$ cat src/rtl/uart_rx_pkg.sv
// Shared UART receive definitions: frame-checker FSM encoding and parity selectors.
// Latency: n/a (types and constants only).
// Backpressure: n/a.
package uart_rx_pkg;

    typedef logic [2:0] state_t;

    localparam state_t ST_IDLE   = 3'd0;
    localparam state_t ST_START  = 3'd1;
    localparam state_t ST_DATA   = 3'd2;
    localparam state_t ST_PARITY = 3'd3;
    localparam state_t ST_STOP   = 3'd4;

    localparam int PARITY_EVEN = 0;
    localparam int PARITY_ODD  = 1;

endpackage

$ cat src/rtl/uart_parity_calc.sv
// Expected parity of a data word: XOR-reduce, inverted for odd parity.
// Latency: combinational.
// Backpressure: none.
module uart_parity_calc
    import uart_rx_pkg::*;
#(
    parameter int WIDTH       = 8,
    parameter int PARITY_TYPE = PARITY_EVEN
) (
    input  logic [WIDTH-1:0] data,
    output logic             parity
);

    localparam logic ODD_SEL = (PARITY_TYPE == PARITY_ODD);

    assign parity = (^data) ^ ODD_SEL;

endmodule

$ cat src/rtl/uart_frame_check.sv
// UART frame checker: assembles data bits from mid-bit samples, checks start/parity/stop.
// Latency: every status pulse one cycle after the qualifying bit_valid strobe.
// Backpressure: none; advances only on bit_valid, frame_start ignored while busy.
module uart_frame_check
    import uart_rx_pkg::*;
#(
    parameter int DATA_WIDTH    = 8,
    parameter int PARITY_EN     = 1,
    parameter int PARITY_TYPE   = PARITY_EVEN,
    parameter int STOP_BITS     = 1,
    parameter int ERR_CNT_WIDTH = 8
) (
    input  logic                     clk,
    input  logic                     rst,
    input  logic                     frame_start,
    input  logic                     bit_valid,
    input  logic                     sampled_bit,
    output logic [DATA_WIDTH-1:0]    data_out,
    output logic                     data_valid,
    output logic                     strt_glitch,
    output logic                     par_err,
    output logic                     stp_err,
    output logic                     busy,
    output logic [ERR_CNT_WIDTH-1:0] err_count
);

    localparam int                     BIT_CNT_W = $clog2(DATA_WIDTH);
    localparam logic [BIT_CNT_W-1:0]   LAST_BIT  = BIT_CNT_W'(DATA_WIDTH - 1);
    localparam logic [1:0]             LAST_STOP = 2'(STOP_BITS - 1);
    localparam logic [ERR_CNT_WIDTH-1:0] ERR_MAX = '1;

    state_t                  state;
    logic [BIT_CNT_W-1:0]    bit_cnt;
    logic [1:0]              stop_cnt;
    logic                    stop_fail;
    logic                    par_fail;
    logic [DATA_WIDTH-1:0]   data_sh;
    logic                    parity_exp;
    logic                    last_stop_bad;
    logic                    err_hit;

    uart_parity_calc #(
        .WIDTH       (DATA_WIDTH),
        .PARITY_TYPE (PARITY_TYPE)
    ) u_parity (
        .data   (data_sh),
        .parity (parity_exp)
    );

    // Stop failure as seen on the final stop strobe, including earlier stop bits.
    assign last_stop_bad = stop_fail | ~sampled_bit;

    always_comb begin
        err_hit = 1'b0;
        if (bit_valid) begin
            case (state)
                ST_START:  err_hit = sampled_bit;
                ST_PARITY: err_hit = (sampled_bit != parity_exp);
                ST_STOP:   err_hit = (stop_cnt == LAST_STOP) && last_stop_bad;
                default:   err_hit = 1'b0;
            endcase
        end
    end

    always_ff @(posedge clk) begin
        if (rst) begin
            state       <= ST_IDLE;
            bit_cnt     <= '0;
            stop_cnt    <= '0;
            stop_fail   <= 1'b0;
            par_fail    <= 1'b0;
            data_sh     <= '0;
            data_out    <= '0;
            data_valid  <= 1'b0;
            strt_glitch <= 1'b0;
            par_err     <= 1'b0;
            stp_err     <= 1'b0;
            busy        <= 1'b0;
            err_count   <= '0;
        end else begin
            data_valid  <= 1'b0;
            strt_glitch <= 1'b0;
            par_err     <= 1'b0;
            stp_err     <= 1'b0;

            if (err_hit && (err_count != ERR_MAX)) begin
                err_count <= err_count + ERR_CNT_WIDTH'(1);
            end

            case (state)
                ST_IDLE: begin
                    if (frame_start) begin
                        state <= ST_START;
                        busy  <= 1'b1;
                    end
                end
                ST_START: begin
                    if (bit_valid) begin
                        if (sampled_bit) begin
                            strt_glitch <= 1'b1;
                            state       <= ST_IDLE;
                            busy        <= 1'b0;
                        end else begin
                            state     <= ST_DATA;
                            bit_cnt   <= '0;
                            par_fail  <= 1'b0;
                            stop_fail <= 1'b0;
                        end
                    end
                end
                ST_DATA: begin
                    if (bit_valid) begin
                        data_sh[bit_cnt] <= sampled_bit;
                        if (bit_cnt == LAST_BIT) begin
                            state    <= (PARITY_EN != 0) ? ST_PARITY : ST_STOP;
                            stop_cnt <= '0;
                        end else begin
                            bit_cnt <= bit_cnt + BIT_CNT_W'(1);
                        end
                    end
                end
                ST_PARITY: begin
                    if (bit_valid) begin
                        if (sampled_bit != parity_exp) begin
                            par_err  <= 1'b1;
                            par_fail <= 1'b1;
                        end
                        state    <= ST_STOP;
                        stop_cnt <= '0;
                    end
                end
                ST_STOP: begin
                    if (bit_valid) begin
                        if (stop_cnt == LAST_STOP) begin
                            state      <= ST_IDLE;
                            busy       <= 1'b0;
                            data_out   <= data_sh;
                            stp_err    <= last_stop_bad;
                            data_valid <= ~par_fail & ~last_stop_bad;
                            stop_fail  <= 1'b0;
                        end else begin
                            stop_cnt <= stop_cnt + 2'd1;
                            if (!sampled_bit) begin
                                stop_fail <= 1'b1;
                            end
                        end
                    end
                end
                default: begin
                    state <= ST_IDLE;
                    busy  <= 1'b0;
                end
            endcase
        end
    end

endmodule

$ cat config.mk
export PLATFORM = sky130hd
export DESIGN_NAME = uart_frame_check
export DESIGN_NICKNAME = d
export VERILOG_FILES = /design/src/rtl/uart_rx_pkg.sv /design/src/rtl/uart_parity_calc.sv /design/src/rtl/uart_frame_check.sv
export SDC_FILE = /design/constraint.sdc
export NUM_CORES = 1
export LEC_CHECK = 0
export BUFFER_PORTS_ARGS = -buffer_cell sky130_fd_sc_hd__buf_4
export CORE_MARGIN = 5
export CORE_UTILIZATION = 56
export DETAILED_ROUTE_END_ITERATION = 8
export PLACE_DENSITY = 0.77
export SYNTH_ARGS = -nofsm -noshare
export SYNTH_HDL_FRONTEND = slang
export SYNTH_HIERARCHICAL = 1
export SYNTH_SLANG_ARGS = --single-unit
$ cat constraint.sdc
create_clock -name clk -period 2.73 [get_ports clk]
set_input_delay 0.1365 -clock clk [delete_from_list [all_inputs] [get_ports clk]]
set_output_delay 0.1365 -clock clk [all_outputs]
set_load 0.01 [all_outputs]
## After elaboration in Yosys (flattened, before gate mapping)

Index checks and enable logic that the tools add are counted.

| storage, ports and cells | value |
|---|---|
| bits in registers | 39 |
| logic and storage cells | 113 |

| operators by class | value |
|---|---|
| add/subtract/negate cells | 3 |
| magnitude comparators | 2 |
| equal/unequal tests | 20 |
| muxes and demuxes | 42 |
| bitwise gates (word level) | 11 |
| reductions and logical operators | 22 |

Operators with widths:

| operator | number |
|---|---|
| $mux 3 | 11 |
| $ne 2x2->1 const B | 12 |
| $mux 1 | 16 |
| $pmux 3 s5 | 1 |
| $reduce_and 5->1 | 3 |
| $mux 2 | 6 |
| $reduce_and 6->1 | 2 |
| $not 1->1 | 9 |
| $add 8x1->8 const B | 1 |
| $bwmux 8 | 1 |
| $ne 8x8->1 const B | 1 |
| $reduce_xor 8->1 | 1 |
| $reduce_and 7->1 | 1 |
| $eq 3x2->1 const B | 2 |
| $eq 3x3->1 const B | 2 |
| $pmux 2 s3 | 1 |
| $pmux 3 s2 | 1 |
| $reduce_bool 2->1 | 3 |
| $reduce_or 3->1 | 2 |
| $lt 3x4->1 const B | 1 |
| $pmux 1 s2 | 2 |
| $pmux 1 s4 | 1 |
| $reduce_or 4->1 | 1 |
| $add 3x1->3 const B | 1 |
| 16 further kinds | 18 |

## Depth between registers and ports, before layout

| logic depth | value |
|---|---|
| word-level depth | 6 |
| mapped depth | 9 |
| mapped depth without buffers | 8 |

## Modules after synthesis

The synthesis kept the hierarchy.

By module, submodules not included:

| module | times used | cells an instance | area each (sq um) | seq. area each (sq um) |
|---|---|---|---|---|
| uart_frame_check | 1 | 221 | 1813.0 | 780.7 |
| uart_parity_calc | 1 | 7 | 61.3 | 0.0 |

## Least setup slack after synthesis

OpenSTA, ideal clock, no wires.

| timing | value |
|---|---|
| kind | reg-to-reg |
| start point | register state[0] |
| end point | register err_count[7] |
| library setup time | 0.070 ns |
| arrival time | 1.994 ns |
| required time | 2.660 ns |
| path slack | 0.666 ns |
| stages on the path, launching flop included | 7 |
| buffers on the path | 1 |
| period minus slack after synthesis | 2.064 ns |
| cell sequence | dfxtp_1 > or3b_1 > buf_2 > or3b_4 > a21bo_1 > or4_1 > a21oi_1 |

| between the ends | value |
|---|---|
| longest elaborated chain between the ends | 4 |

Ends and longest elaborated chain:

| item | RTL line | text |
|---|---|---|
| from (decl) | uart_frame_check.sv:32 | `state_t state;` |
| from (signal assigned) | uart_frame_check.sv:115 | `state <= (PARITY_EN != 0) ? ST_PARITY : ST_STOP;` |
| $eq 3x3->1, or another cell as far along | uart_frame_check.sv:56 | `case (state)` |
| $pmux 1 s3 (*) | uart_frame_check.sv:56 |  |
| $mux 1 (*) | uart_frame_check.sv:55 | `if (bit_valid) begin` |
| $logic_and 1x1->1 (*) | uart_frame_check.sv:86 | `if (err_hit && (err_count != ERR_MAX)) begin` |
| to (signal assigned) | uart_frame_check.sv:87 | `err_count <= err_count + ERR_CNT_WIDTH'(1);` |
| to (decl) | uart_frame_check.sv:24 | `output logic [ERR_CNT_WIDTH-1:0] err_count` |

Every way passes the cells marked *; elsewhere a longest branch is shown, timed or not.
A chain may end at the register's enable or synchronous reset.

## Worst setup path after layout

| timing | value |
|---|---|
| start point | register data_sh[2] |
| end point | register err_count[7] |

| between the ends | value |
|---|---|
| longest elaborated chain between the ends | 5 |

Ends and longest elaborated chain:

| item | RTL line | text |
|---|---|---|
| from (decl) | uart_frame_check.sv:37 | `logic [DATA_WIDTH-1:0] data_sh;` |
| from (signal, indexed assignment) | uart_frame_check.sv:113 | `data_sh[bit_cnt] <= sampled_bit;` |
| $reduce_xor 8->1 | uart_parity_calc.sv:16 | `assign parity = (^data) ^ ODD_SEL;` |
| net parity_exp | uart_frame_check.sv:38 | `logic parity_exp;` |
| $ne 1x1->1 | uart_frame_check.sv:58 | `ST_PARITY: err_hit = (sampled_bit != parity_exp);` |
| $pmux 1 s3 | uart_frame_check.sv:56 |  |
| $mux 1 | uart_frame_check.sv:55 |  |
| $logic_and 1x1->1 | uart_frame_check.sv:86 |  |

The timed path passes the listed nets, and every way through them passes these cells.

==> summary.md <==
| Metric | Value |
|---|---|
| Critical-path cell list | `xor2_1 > xnor2_1 > xnor2_1 > and3b_1 > o211ai_1 > a21bo_1 > or4_1 > a21oi_1` |
| FF-to-FF setup slack | `0.43 ns` |
| Top Ports | `26` |
| Max Cap Viol | `0` |
| Cell area after synthesis | `1874 µm²` |
| Register Area | `780.7 µm²` |
| TritonCTS Sinks | `39` |
| CP most frequent cell | `xnor2_1` |
| Worst setup SP type | `flip-flop` |
| Met2 usage | `26.73%` |
| GRT Max-Usage Layer | `met2` |
| Worst hold path type | `in -> reg` |
| Reg2reg start | `data_sh[2]` |
| Critical path arrival | `2.58 ns` |
| Met1 usage | `21.42%` |
| Post-CTS Resized | `0` |
| Post-Syn Instances | `228` |
| Clock buffer depth | `2` |
| Vias | `1546` |
| RSZ-0062 raised after global routing | `false` |
| WHS Endpoint | `data_sh[4]` |
| Total gr overflow | `0` |
| Post-place setup slack | `0.4494 ns` |
| WS Path Type | `reg -> reg` |
| GPL Wtd Cong | `0.8030` |
| Seq/Total Area, Yosys | `41.66%` |
| Max Clock Freq | `0.4355 GHz` |
| Setup Viol. Count Final | `0` |
| Slew Viols, Final | `0` |
| Status | `completed` |
| Reg-to-reg endpoint | `err_count[7]` |
| Clk_skew | `0.008929 ns` |
| Crit path required time | `3.02 ns` |
| M3 GR Usage | `4.269%` |
| Post-Route WL | `3.556 mm` |
| Final nets | `257` |
| Via/cell ratio | `5.241` |
| Hold_sp | `sampled_bit` |
| ANT cells | `0` |
| Rel. slew slack | `60.69%` |
| Die ar. | `4604 µm²` |
| Crit share post-route | `84.11%` |
| IR drop worst, VDD | `0.0003161 V` |
| Area contributors post-synth | `dfxtp_1 42%, nand2_1 6.4%, a21oi_1 5.6%` |
| CTS HTree Levels | `2` |
| Synth area leader | `dfxtp_1` |
| Count of non-filler cells in the finished layout | `295` |
| Cells after DPL | `287` |
| Synthesized flop and latch total | `39` |
| Total track usage | `16.97%` |
| Synth top area share | `41.66%` |
| FP Rows | `21` |
| Crit-path max cell delay | `0.49 ns` |
| Share of cells above drive strength 1 | `14.86%` |
| PortBufs | `25` |
| Slowest-stage cell, CP | `or4_1` |
| Yosys cell types | `42` |
| Worst-margin pin slew | `0.5896 ns` |
| Syn_area_per_cell | `8.221 µm²` |
| CORE AREA | `3284 µm²` |
| Area of the multi-input gates | `1002 µm²` |
| Initial antenna violation count | `0` |
| Vias in the first global route | `1329` |
| Period minus WS final | `2.296 ns` |
| Area Overhead vs Synth | `13.48%` |
| Hold Crit Depth | `3` |
| Yosys Warn Count | `6` |
| Clock Latency Late Sink | `0.35 ns` |
| Chip Height | `67.85 µm` |
| Cts bufs inserted | `5` |
| CP Max Fanout | `12` |
| CP Capture Type | `flip-flop` |
| Initial DRC Count | `98` |
| Setup Buffers After CTS | `0` |
| Root Driver | `clkbuf_4` |
| Drt wl/cell | `12.05 µm` |
| Drt pass-1 iters | `4` |
| Pwr dens | `463.7 nW/µm²` |
| Hold buffers post-CTS | `0` |
| Post-detail-place hpwl | `2.583 mm` |
| Fin worst setup slack | `0.4338 ns` |
| Setup TNS Final | `0 ns` |
| Syn nets | `237` |
| Endpoints failing hold | `0` |
| Fill cell count | `286` |
| Leak Pwr | `0.8301 nW` |
| CTS tree | `built` |
| Pin count of the biggest net entering global routing | `38` |
| Final core occ | `64.76%` |
| First-pass GRT wire length | `5.878 mm` |
| Clock transition at the registers of the reported paths | `0.11 ns` |
| Worst R2R Path Depth | `8` |
| Total power | `0.0009862 W` |
| ANT nets after route | `0` |
| Initial Util | `57.07%` |
| Post-route DRC | `0` |
| Horiz. Die Dim | `67.85 µm` |
## cell usage in the layout, fill, tap and decap left out, types with 5 or more instances in the layout
| cell | n |
|---|---|
| mux2i_1 | 10 |
| nand3_1 | 7 |
| inv_1 | 7 |
| xnor2_1 | 8 |
| clkbuf_4 | 5 |
| a21oi_1 | 21 |
| dfxtp_1 | 39 |
| o21ai_0 | 6 |
| nand2_1 | 32 |
| nor2_1 | 22 |
| buf_4 | 28 |
| or3_1 | 6 |
## synthesized netlist by cell type, drive strengths merged
master,instances
a211oi,1
a21bo,1
a21boi,1
a21o,3
a21oi,21
a221oi,1
a22oi,2
a311oi,1
a31oi,2
and2,3
and3b,1
and4,1
buf,3
clkbuf,12
dfxtp,39
ha,4
inv,7
mux2i,10
nand2,32
nand2b,4
nand3,7
nand3b,4
nand4,2
nor2,22
nor2b,3
nor3,1
nor3b,4
nor4,4
nor4bb,1
o211ai,1
o21ai,7
o31ai,1
or2,2
or3,6
or3b,2
or4,1
xnor2,8
xor2,3
## through the flow
| step | hold WS (ns) | area (µm²) |
|---|---|---|
| detailed placement | 0.4461 | 2077 |
| global placement | 0.4436 | 2077 |
| CTS | 0.1235 | 2127 |
| floorplan | 0.4162 | 1874 |
| finish | 0.1316 | 2127 |
| global route | 0.1378 | 2127 |
## critical path: cells and delay by family (launching register included)
family	cells	cell delay [ns]
flip-flops	1	0.38
AO/OA/AOI/OAI	3	0.55
XOR/XNOR	3	0.61
AND/OR/NAND/NOR	2	0.69
## power by group
group	leakage, nW	switching [W]	internal, W
clock network	0.0293	0.000178	0.000100
logic	0.486	0.0000702	0.0000505
registers	0.315	0.00000802	0.000579
total	0.830	0.000257	0.000730
## routing by layer
| layer | wire length (µm) | part of all wire [%] | vias up |
|---|---|---|---|
| li1 | - | - | 822 |
| met1 | 1687 | 47 | 688 |
| met2 | 1636 | 46 | 26 |
| met3 | 141 | 4.0 | 10 |
| met4 | 90 | 2.5 | 0 |
| met5 | 0 | 0 | - |
## final cells by class
cell class / count / share of cell area [%]
Inverter: 7 / 1.235
Clock inverter: 1 / 0.2353
Clock buffer: 7 / 2.118
Tap cell: 46 / 2.706
Timing Repair Buffer: 28 / 9.882
Sequential cell: 39 / 36.71
Multi-Input combinational cell: 167 / 47.12
## sequential cells by signal, summed over array words and instances, names as in the netlist
signal       count
data_out         8
data_sh          8
err_count        8
bit_cnt          3
state            3
stop_cnt         2
busy             1
data_valid       1
par_err          1
par_fail         1
stop_fail        1
stp_err          1
strt_glitch      1
## logic make-up after synthesis
| group | synth area share, % |
|---|---|
| flops | 41.66 |
| fa+ha+maj | 2.670 |
| mux | 5.341 |
| simple gates | 27.10 |
| buf+inv | 4.873 |
| xor+xnor | 5.141 |
| compound gates | 13.22 |
## how the worst max path moves through the flow
| stage | from | slack, ns | end | cells after the start |
|---|---|---|---|---|
| finish | data_sh[2] | 0.43 | err_count[7] | 8 |
| global route | data_sh[2] | 0.22 | err_count[7] | 8 |
| global placement | data_sh[2] | 0.52 | err_count[7] | 8 |
| detailed placement | data_sh[2] | 0.45 | err_count[7] | 8 |
| CTS | data_sh[2] | 0.41 | err_count[7] | 8 |
| floorplan | state[0] | 0.67 | err_count[7] | 6 |
Power figures use the tool's default switching activity.
